### src/rtl/seven_segment_scan_display_if.sv
// Signal bundle between the CPU status tap (master) and the multiplexed
// seven-segment scanner (slave).
interface seven_segment_scan_display_if #(
    parameter int DIGITS = 4
);
    // load has no ready: every cycle load is high, value is captured.
    // pending stays high until that capture has been committed to the display.
    logic                  ena;
    logic                  load;
    logic [4*DIGITS-1:0]   value;
    logic                  blank_lz;
    logic [DIGITS-1:0]     dp_mask;
    logic [6:0]            seg;
    logic                  dp;
    logic [DIGITS-1:0]     dig_sel;
    logic                  pending;
    logic                  frame_done;

    modport master (
        output ena, load, value, blank_lz, dp_mask,
        input  seg, dp, dig_sel, pending, frame_done
    );

    modport slave (
        input  ena, load, value, blank_lz, dp_mask,
        output seg, dp, dig_sel, pending, frame_done
    );
endinterface

### src/rtl/seven_segment_scan_display.sv
// Time-multiplexed hex display driver: captures a multi-nibble value, commits
// it only at frame boundaries, and scans it across the digits with blanking.
module seven_segment_scan_display #(
    parameter int DIGITS         = 4,
    parameter int SCAN_DIV       = 1000,
    parameter int BLANK_CYCLES   = 16,
    parameter int ACTIVE_LOW_SEG = 0,
    parameter int ACTIVE_LOW_DIG = 0
) (
    input  logic                         clk,
    input  logic                         rst_n,
    seven_segment_scan_display_if.slave  bus
);
    localparam int C_W = (SCAN_DIV > 1) ? $clog2(SCAN_DIV) : 1;
    localparam int D_W = (DIGITS > 1) ? $clog2(DIGITS) : 1;
    localparam int V_W = 4 * DIGITS;

    localparam logic [C_W-1:0]    C_LAST  = C_W'(SCAN_DIV - 1);
    localparam logic [C_W-1:0]    C_LIT   = C_W'(BLANK_CYCLES);
    localparam logic [D_W-1:0]    D_LAST  = D_W'(DIGITS - 1);
    localparam logic [6:0]        SEG_INV = (ACTIVE_LOW_SEG != 0) ? 7'h7F : 7'h00;
    localparam logic              DP_INV  = (ACTIVE_LOW_SEG != 0);
    localparam logic [DIGITS-1:0] DIG_INV = (ACTIVE_LOW_DIG != 0) ? {DIGITS{1'b1}} : '0;

    logic [C_W-1:0]    c_q;
    logic [D_W-1:0]    d_q;
    logic [V_W-1:0]    shadow_q;
    logic [V_W-1:0]    disp_q;
    logic              pending_q;
    logic              frame_done_q;
    logic [6:0]        seg_q;
    logic              dp_q;
    logic [DIGITS-1:0] dig_q;

    logic              slot_end;
    logic              boundary;
    logic [C_W-1:0]    c_next;
    logic [D_W-1:0]    d_next;
    logic [3:0]        cur_nib;
    logic [DIGITS-1:0] lz_blank;
    logic              lz_run;
    logic [6:0]        seg_n;
    logic              dp_n;
    logic [DIGITS-1:0] dig_n;

    function automatic logic [6:0] hex_to_seg(input logic [3:0] nib);
        logic [6:0] s;
        case (nib)
            4'h0: s = 7'h3F;
            4'h1: s = 7'h06;
            4'h2: s = 7'h5B;
            4'h3: s = 7'h4F;
            4'h4: s = 7'h66;
            4'h5: s = 7'h6D;
            4'h6: s = 7'h7D;
            4'h7: s = 7'h07;
            4'h8: s = 7'h7F;
            4'h9: s = 7'h6F;
            4'hA: s = 7'h77;
            4'hB: s = 7'h7C;
            4'hC: s = 7'h39;
            4'hD: s = 7'h5E;
            4'hE: s = 7'h79;
            default: s = 7'h71;
        endcase
        return s;
    endfunction

    // Scan position; a frozen position simply holds while ena is low.
    always_comb begin
        slot_end = bus.ena && (c_q == C_LAST);
        boundary = slot_end && (d_q == D_LAST);
        c_next   = c_q;
        d_next   = d_q;
        if (bus.ena) begin
            if (slot_end) begin
                c_next = '0;
                d_next = boundary ? '0 : d_q + 1'b1;
            end else begin
                c_next = c_q + 1'b1;
            end
        end
    end

    // A digit is suppressed when it and every more significant nibble are zero.
    always_comb begin
        lz_blank = '0;
        lz_run   = bus.blank_lz;
        for (int i = DIGITS - 1; i >= 1; i--) begin
            lz_run      = lz_run && (disp_q[4*i +: 4] == 4'h0);
            lz_blank[i] = lz_run;
        end
    end

    always_comb begin
        cur_nib = disp_q[d_q*4 +: 4];
        seg_n   = 7'h00;
        dp_n    = 1'b0;
        dig_n   = '0;
        if (bus.ena && (c_q >= C_LIT)) begin
            dig_n[d_q] = 1'b1;
            seg_n      = lz_blank[d_q] ? 7'h00 : hex_to_seg(cur_nib);
            dp_n       = bus.dp_mask[d_q];
        end
    end

    always_ff @(posedge clk) begin
        if (!rst_n) begin
            c_q          <= '0;
            d_q          <= '0;
            shadow_q     <= '0;
            disp_q       <= '0;
            pending_q    <= 1'b0;
            frame_done_q <= 1'b0;
            seg_q        <= SEG_INV;
            dp_q         <= DP_INV;
            dig_q        <= DIG_INV;
        end else begin
            c_q          <= c_next;
            d_q          <= d_next;
            frame_done_q <= boundary;
            if (bus.load) begin
                shadow_q <= bus.value;
            end
            // A load landing on the boundary edge bypasses the shadow stage.
            if (boundary && bus.load) begin
                disp_q <= bus.value;
            end else if (boundary && pending_q) begin
                disp_q <= shadow_q;
            end
            if (boundary) begin
                pending_q <= 1'b0;
            end else if (bus.load) begin
                pending_q <= 1'b1;
            end
            seg_q <= seg_n ^ SEG_INV;
            dp_q  <= dp_n ^ DP_INV;
            dig_q <= dig_n ^ DIG_INV;
        end
    end

    assign bus.seg        = seg_q;
    assign bus.dp         = dp_q;
    assign bus.dig_sel    = dig_q;
    assign bus.pending    = pending_q;
    assign bus.frame_done = frame_done_q;

endmodule

### src/flat_wrapper.sv
// flat-port wrapper written by rule: the top's interface ports become plain ports
module seven_segment_scan_display_flat 
#(
    parameter int DIGITS         = 4,
    parameter int SCAN_DIV       = 1000,
    parameter int BLANK_CYCLES   = 16,
    parameter int ACTIVE_LOW_SEG = 0,
    parameter int ACTIVE_LOW_DIG = 0
)
  (clk, rst_n, bus_ena, bus_load, bus_value, bus_blank_lz, bus_dp_mask, bus_seg, bus_dp, bus_dig_sel, bus_pending, bus_frame_done);
  seven_segment_scan_display_if #(.DIGITS(DIGITS)) bus_i ();
  input  logic clk;
  input  logic rst_n;
  input wire logic [$bits(bus_i.ena)-1:0] bus_ena;
  input wire logic [$bits(bus_i.load)-1:0] bus_load;
  input wire logic [$bits(bus_i.value)-1:0] bus_value;
  input wire logic [$bits(bus_i.blank_lz)-1:0] bus_blank_lz;
  input wire logic [$bits(bus_i.dp_mask)-1:0] bus_dp_mask;
  output wire logic [$bits(bus_i.seg)-1:0] bus_seg;
  output wire logic [$bits(bus_i.dp)-1:0] bus_dp;
  output wire logic [$bits(bus_i.dig_sel)-1:0] bus_dig_sel;
  output wire logic [$bits(bus_i.pending)-1:0] bus_pending;
  output wire logic [$bits(bus_i.frame_done)-1:0] bus_frame_done;
  assign bus_i.ena = bus_ena;
  assign bus_i.load = bus_load;
  assign bus_i.value = bus_value;
  assign bus_i.blank_lz = bus_blank_lz;
  assign bus_i.dp_mask = bus_dp_mask;
  assign bus_seg = bus_i.seg;
  assign bus_dp = bus_i.dp;
  assign bus_dig_sel = bus_i.dig_sel;
  assign bus_pending = bus_i.pending;
  assign bus_frame_done = bus_i.frame_done;
  seven_segment_scan_display #(.DIGITS(DIGITS), .SCAN_DIV(SCAN_DIV), .BLANK_CYCLES(BLANK_CYCLES), .ACTIVE_LOW_SEG(ACTIVE_LOW_SEG), .ACTIVE_LOW_DIG(ACTIVE_LOW_DIG)) u_core (.clk(clk), .rst_n(rst_n), .bus(bus_i));
endmodule
### config.mk
export PLATFORM = sky130hd
export DESIGN_NAME = seven_segment_scan_display_flat
export DESIGN_NICKNAME = d
export VERILOG_FILES = /design/src/rtl/seven_segment_scan_display_if.sv /design/src/rtl/seven_segment_scan_display.sv /design/src/flat_wrapper.sv
export SDC_FILE = /design/constraint.sdc
export NUM_CORES = 1
export LEC_CHECK = 0
export CORE_MARGIN = 3
export CORE_UTILIZATION = 40
export DETAILED_ROUTE_END_ITERATION = 8
export PLACE_DENSITY = 0.72
export SLEW_MARGIN = 20
export SYNTH_ARGS = -nofsm -noshare
export SYNTH_HDL_FRONTEND = slang
export SYNTH_SLANG_ARGS = --single-unit
export TNS_END_PERCENT = 10
### constraint.sdc
create_clock -name clk -period 3.8 [get_ports clk]
set_input_delay 0.76 -clock clk [delete_from_list [all_inputs] [get_ports clk]]
set_output_delay 0.76 -clock clk [all_outputs]
set_load 0.05 [all_outputs]
# Word level (Yosys, flattened, before mapping)
# Memory sizes are Yosys's and may differ from the RTL's. A register that Yosys moved wholly into a read port is not among the register bits.
# Cells that the tools add are included.
[totals] mem_bits_ro=112 input_bits=25 memories=1 out_inout_bits=14 ff_bits=51 wordCells=46
[classes] reduce_logical=17 n_addsub=2 mux=10 eq_ne=2 magnitude_cmp=3 bitwise=2 shift=1
[memory_table] name="(name not given)" words=16 word_bits=7 rd=1 rd_ports_with_merged_regs=1 wr=0 line="seven_segment_scan_display.sv:48" rtl="case (nib)"
[op_table] cell="16-bit two-way mux" n=2
[op_table] cell="16-bit by 5-bit variable part select with 4-bit output" n=1
[op_table] cell="4-bit zero test" n=3
[op_table] cell="10-bit by 1-bit adder with 10-bit output, second input constant" n=1
[op_table] cell="10-bit equality test, second input constant" n=1
[op_table] cell="10-bit by 5-bit >= comparator with 1-bit output, second input constant" n=1
[op_table] cell="10-bit two-way mux" n=1
[op_table] cell="1-bit logical AND" n=9
[op_table] cell="1-bit binary-select mux with 2-bit select" n=2
[op_table] cell="2-bit AND reduction" n=2
[op_table] cell="2-bit by 3-bit < comparator with 1-bit output, second input constant" n=1
[op_table] cell="1-bit two-way mux" n=3
[op_table] cell="3-bit OR reduction" n=1
[op_table] cell="2-bit by 1-bit adder with 2-bit output, second input constant" n=1
[op_table] cell="1-bit demux with 2-bit select" n=1
[op_table] cell="2-bit equality test, second input constant" n=1
[op_table] cell="2-bit by 1-bit >= comparator with 1-bit output, second input constant" n=1
[op_table] cell="2-bit two-way mux" n=1
[op_table] cell="1-bit NOT" n=2
[op_table] cell="2-bit nonzero test" n=1
[op_table] cell="2-bit OR reduction" n=1

# Longest topological paths before layout
[logic_depth] depth_word=7 depth_mapped=7 ltp_nobuf=6

# Worst setup path after synthesis
# OpenSTA, ideal clock, no wires.
[synth_timing] path_type="input to register" from="input bus_ena" to="register u_core.d_q[0]" t_arrival_ns=1.957 setup_ns=0.070 slack_ns=1.773 cell_stages=6 n_path_buf=2 required_ns=3.730 cell_sequence="buf_2 -> nand3_1 -> or3_1 -> buf_2 -> or3_1 -> a21boi_1"
[synth_between] elab_chain_len=3 word_cells_on_any_way=4 cone_classes="mux (1); reduce/logical (3)"
[synth_lines] element="start: declaration" line="flat_wrapper.sv:14" rtl="input wire logic [$bits(bus_i.ena)-1:0] bus_ena;"
[synth_lines] element="1-bit logical AND" line="seven_segment_scan_display.sv:71" rtl="slot_end = bus.ena && (c_q == C_LAST);"
[synth_lines] element="1-bit logical AND" line="seven_segment_scan_display.sv:72" rtl="boundary = slot_end && (d_q == D_LAST);"
[synth_lines] element="2-bit two-way mux" line="seven_segment_scan_display.sv:78" rtl="d_next = boundary ? '0 : d_q + 1'b1;"
[synth_lines] element="end signal: assignment" line="seven_segment_scan_display.sv:120" rtl="d_q <= d_next;"
[synth_lines] element="end: declaration" line="seven_segment_scan_display.sv:26" rtl="logic [D_W-1:0] d_q;"
# Parallel ways exist; a longest one is shown, timed or not.
# A chain may end at the register's enable or synchronous reset.

# Worst setup path in the final report
[layout_timing] from="input bus_ena" to="register u_core.disp_q[1]"
[layout_between] elab_chain_len=4 word_cells_on_any_way=6 cone_classes="mux (1); reduce/logical (5)"
[layout_lines] element="1-bit logical AND (*)" line="seven_segment_scan_display.sv:71"
[layout_lines] element="1-bit logical AND (*)" line="seven_segment_scan_display.sv:72"
[layout_lines] element="1-bit logical AND, on equally long branches" line="seven_segment_scan_display.sv:126, seven_segment_scan_display.sv:128"
[layout_lines] element="16-bit two-way mux or 2-bit nonzero test (tied branches)"
[layout_lines] element="end signal: assignment" line="seven_segment_scan_display.sv:127" rtl="disp_q <= bus.value;"
[layout_lines] element="end signal: assignment" line="seven_segment_scan_display.sv:129" rtl="disp_q <= shadow_q;"
[layout_lines] element="end: declaration" line="seven_segment_scan_display.sv:28" rtl="logic [V_W-1:0] disp_q;"
# Every way passes the cells marked *; elsewhere a longest branch is shown, timed or not.

==> flow_summary.ini <==
[drt]
drt_iter0_drc = 120
drt-total-wl_mm = 5.05
vias = 1977
drc = 0
drtAntennaViolNets = 0
avgViaCountPerCell = 5.02
first_pass_iters = 4
wl_per_cell_um = 12.8

[yosys]
yosys_warnings = 0
synthFlopType = dfxtp_1
yosysSeqAreaShare_pct = 42.5
syn_area_um2 = 2730
synth-edff-count = 0
syn_area_per_cell_um2 = 10.0
synth-async-reset-ratio_pct = 0
syn_inst = 273
ys_ff_latch = 58
ys_types = 40
syn_nets = 311

[clock_tree]
cts_setup_buffers = 0
cts_buffers = 9
cts_hold_repair.buffers = 0
cts_tree = yes
htree_levels = 3
cts_sinks = 58
ctsRootBufferMaster = clkbuf_8
worstSkewPairLatency_ns = 0.33
post_cts_resized = 0
clk_path_buf_depth = 2
clkTransAtPathRegs_ns = 0.07

[setup_path]
crit_start = bus_ena
r2r_slack_ns = 1.51
critPathLaunchType = input port
cp-end-kind = register
cp.required_ns = 4.07
reg2reg_from = u_core.d_q[0]$_SDFFE_PN0P_
crit_type = in2reg
cp-endpoint = u_core.disp_q[1]$_SDFFE_PN0P_
reg2reg_depth = 6
worstPathArrival_ns = 2.63
path_max_fanout = 14
reg2reg_to = u_core.bus.seg[1]$_SDFF_PP0_

[global_route]
grt_overflow = 0
grt_start_max_net_pins = 42
grt_pass1_vias = 1861
grt_antenna_before_repair = 0
grt_use_total_pct = 14.7
grt_pass1_wl_mm = 8.78

[placement]
io_buffer_count = 38
hpwl_mm = 3.64
gp_congestion = 0.789

[power]
power.leakage_uw = 0.00125
powerDensity_nw_per_um2 = 377
netSwitchingFraction_pct = 22.4
power_frac_clock_pct = 44.7
p_int_uw = 986
p_switching_uw = 284
pwr-share-comb_pct = 6.0
p_seq_share_pct = 49.3
peakVddDrop_uv = 204

[sta]
min_period_ns = 2.36
fin_tns_setup_ns = 0
setup_violations = 0
slew_headroom_pct = 41.6
finClkSkew_ns = 0.00792
max_freq_mhz = 423
timing_max_transition_violations_final = 0
rsz0062_at_grt = no
worst_pin_slew_ns = 0.869
final.period_utilization_pct = 62.2
finalHoldViolCount = 0

[die]
ios = 39
core_area_um2 = 6490
dieWidth_um = 88.6
fp.dieH_um = 88.6
initial_core_util_pct = 42.1
row_count = 29
dieArea_um2 = 7860

[finish]
finish.utilization_pct = 51.9
diodes = 0
fin_nets = 350
syn_to_final_growth_pct = 23.5
nFillCells = 592
drive_gt1_share_pct = 11.7

[outcome]
status = finished clean

[min_path]
hp-start = u_core.shadow_q[3]$_SDFFE_PN0P_
hp-class = reg2reg

[job]
drv_cap = 0
-- critical path, stage by stage --
cell             delay [ns]
clkdlybuf4s50_1        0.65
nand3_1                0.21
nor4_4                 0.28
buf_4                  0.28
mux2_1                 0.34
nor2b_1                0.10
-- registers in the layout (all words and copies together), names as in the netlist --
signal / cells
u_core.shadow_q: 16
u_core.bus.dig_sel: 4
u_core.bus.frame_done: 1
u_core.c_q: 10
u_core.d_q: 2
u_core.bus.pending: 1
u_core.bus.dp: 1
u_core.bus.seg: 7
u_core.disp_q: 16
-- metrics by stage --
stage | hold WS [ns] | instance area, um^2 | worst slack, ns | total power, uW | std cells
floorplan | 0.458 | 2730 | 1.77 | 681 | 273
global placement | 0.470 | 3170 | 1.13 | 716 | 378
detailed placement | 0.488 | 3170 | 1.08 | 718 | 378
CTS | 0.497 | 3370 | 1.42 | 1290 | 394
global route | 0.519 | 3370 | 1.30 | 1330 | 394
finish | 0.497 | 3370 | 1.44 | 1270 | 394
-- cell usage after synthesis (3+ instances only) --
cell / n / area share, %
nor2_1: 13 / 1.8
mux2i_1: 15 / 5.5
nand4_1: 3 / 0.69
mux2_1: 3 / 1.2
ha_1: 13 / 6.0
nor4_1: 3 / 0.69
nor3_1: 6 / 1.1
o22ai_1: 3 / 0.69
mux4_2: 6 / 4.9
a21oi_1: 6 / 1.1
nand2b_1: 4 / 0.92
dfxtp_1: 58 / 43
a21boi_1: 3 / 0.82
mux2_2: 9 / 3.7
o21ai_0: 8 / 1.5
inv_1: 13 / 1.8
nor2b_1: 22 / 5.0
xnor2_1: 10 / 3.2
clkbuf_1: 7 / 0.96
nand2_1: 18 / 2.5
o21ai_1: 3 / 0.55
buf_2: 5 / 0.92
a221oi_1: 3 / 0.96
and2_1: 18 / 4.1
-- cells in the final DEF (no fill, tap or decap), types with 2 or more instances in the layout --
master / instances
xnor2_1: 10
nand2_1: 18
a21boi_0: 2
nor3_1: 6
inv_1: 13
nand3_1: 2
ha_1: 13
clkbuf_8: 10
xor2_1: 2
o211a_1: 2
o21ai_1: 3
o22ai_1: 3
a21oi_1: 6
buf_4: 3
nor2_1: 13
mux2i_1: 15
a221oi_1: 3
nand2b_1: 4
clkinvlp_4: 3
clkdlybuf4s50_1: 38
mux2_2: 9
dfxtp_1: 58
nor4_1: 3
o21ai_0: 8
and2_1: 18
nor2b_1: 22
a21boi_1: 3
nand4_1: 3
mux2_1: 3
or3_1: 2
mux4_2: 6
-- power groups by stage --
stage | Clock (uW) | Combinational, uW | Sequential (uW)
3_3_place_gp | 0 | 76.6 | 639
6_report | 568 | 76.8 | 626
2_1_floorplan | 0 | 40.9 | 641
5_1_grt | 620 | 85.2 | 626
4_1_cts | 586 | 78.1 | 626
3_5_place_dp | 0 | 77.8 | 640
-- cell type report --
cell class              count  area (um^2)  area share (%)
flip-flops and latches     58         1160            34.4
clock inverters             6         66.3            1.97
multi-input cells         189         1460            43.3
clock buffers              10          138            4.08
repair buffers             41          403            11.9
inverters                  13         48.8            1.45
well taps                  77         96.3            2.86
-- worst min path at each step --
stage	endpoint	slack, ns	depth (start not counted)
after floorplan	u_core.shadow_q[2]$_SDFFE_PN0P_	0.46	2
after global placement	u_core.shadow_q[2]$_SDFFE_PN0P_	0.47	2
after global routing	u_core.shadow_q[2]$_SDFFE_PN0P_	0.52	2
after detailed placement	u_core.shadow_q[3]$_SDFFE_PN0P_	0.49	2
after CTS	u_core.shadow_q[2]$_SDFFE_PN0P_	0.50	2
final	u_core.shadow_q[3]$_SDFFE_PN0P_	0.50	2
-- cells by family (layout without fill, tap and decap cells) --
kind of cell / after synthesis / after routing / share of synthesized area [%]
AND/OR/NAND/NOR: 98 / 98 / 20.4
flip-flops: 58 / 58 / 42.5
AO/OA/AOI/OAI: 33 / 33 / 7.79
multiplexers: 33 / 33 / 15.4
buffers and inverters: 26 / 70 / 4.08
adder cells (fa/ha/maj): 13 / 13 / 5.96
XOR/XNOR: 12 / 12 / 3.85
-- metal layers --
layer	GRT usage (%)	share of wire [%]	vias up
met4	8.10	2.2	0
met1	20.5	50	895
met2	20.4	43	53
li1	-	-	1017
met3	4.00	4.8	12
met5	0	0	-
No activity file was read; power rests on OpenSTA's default activity.
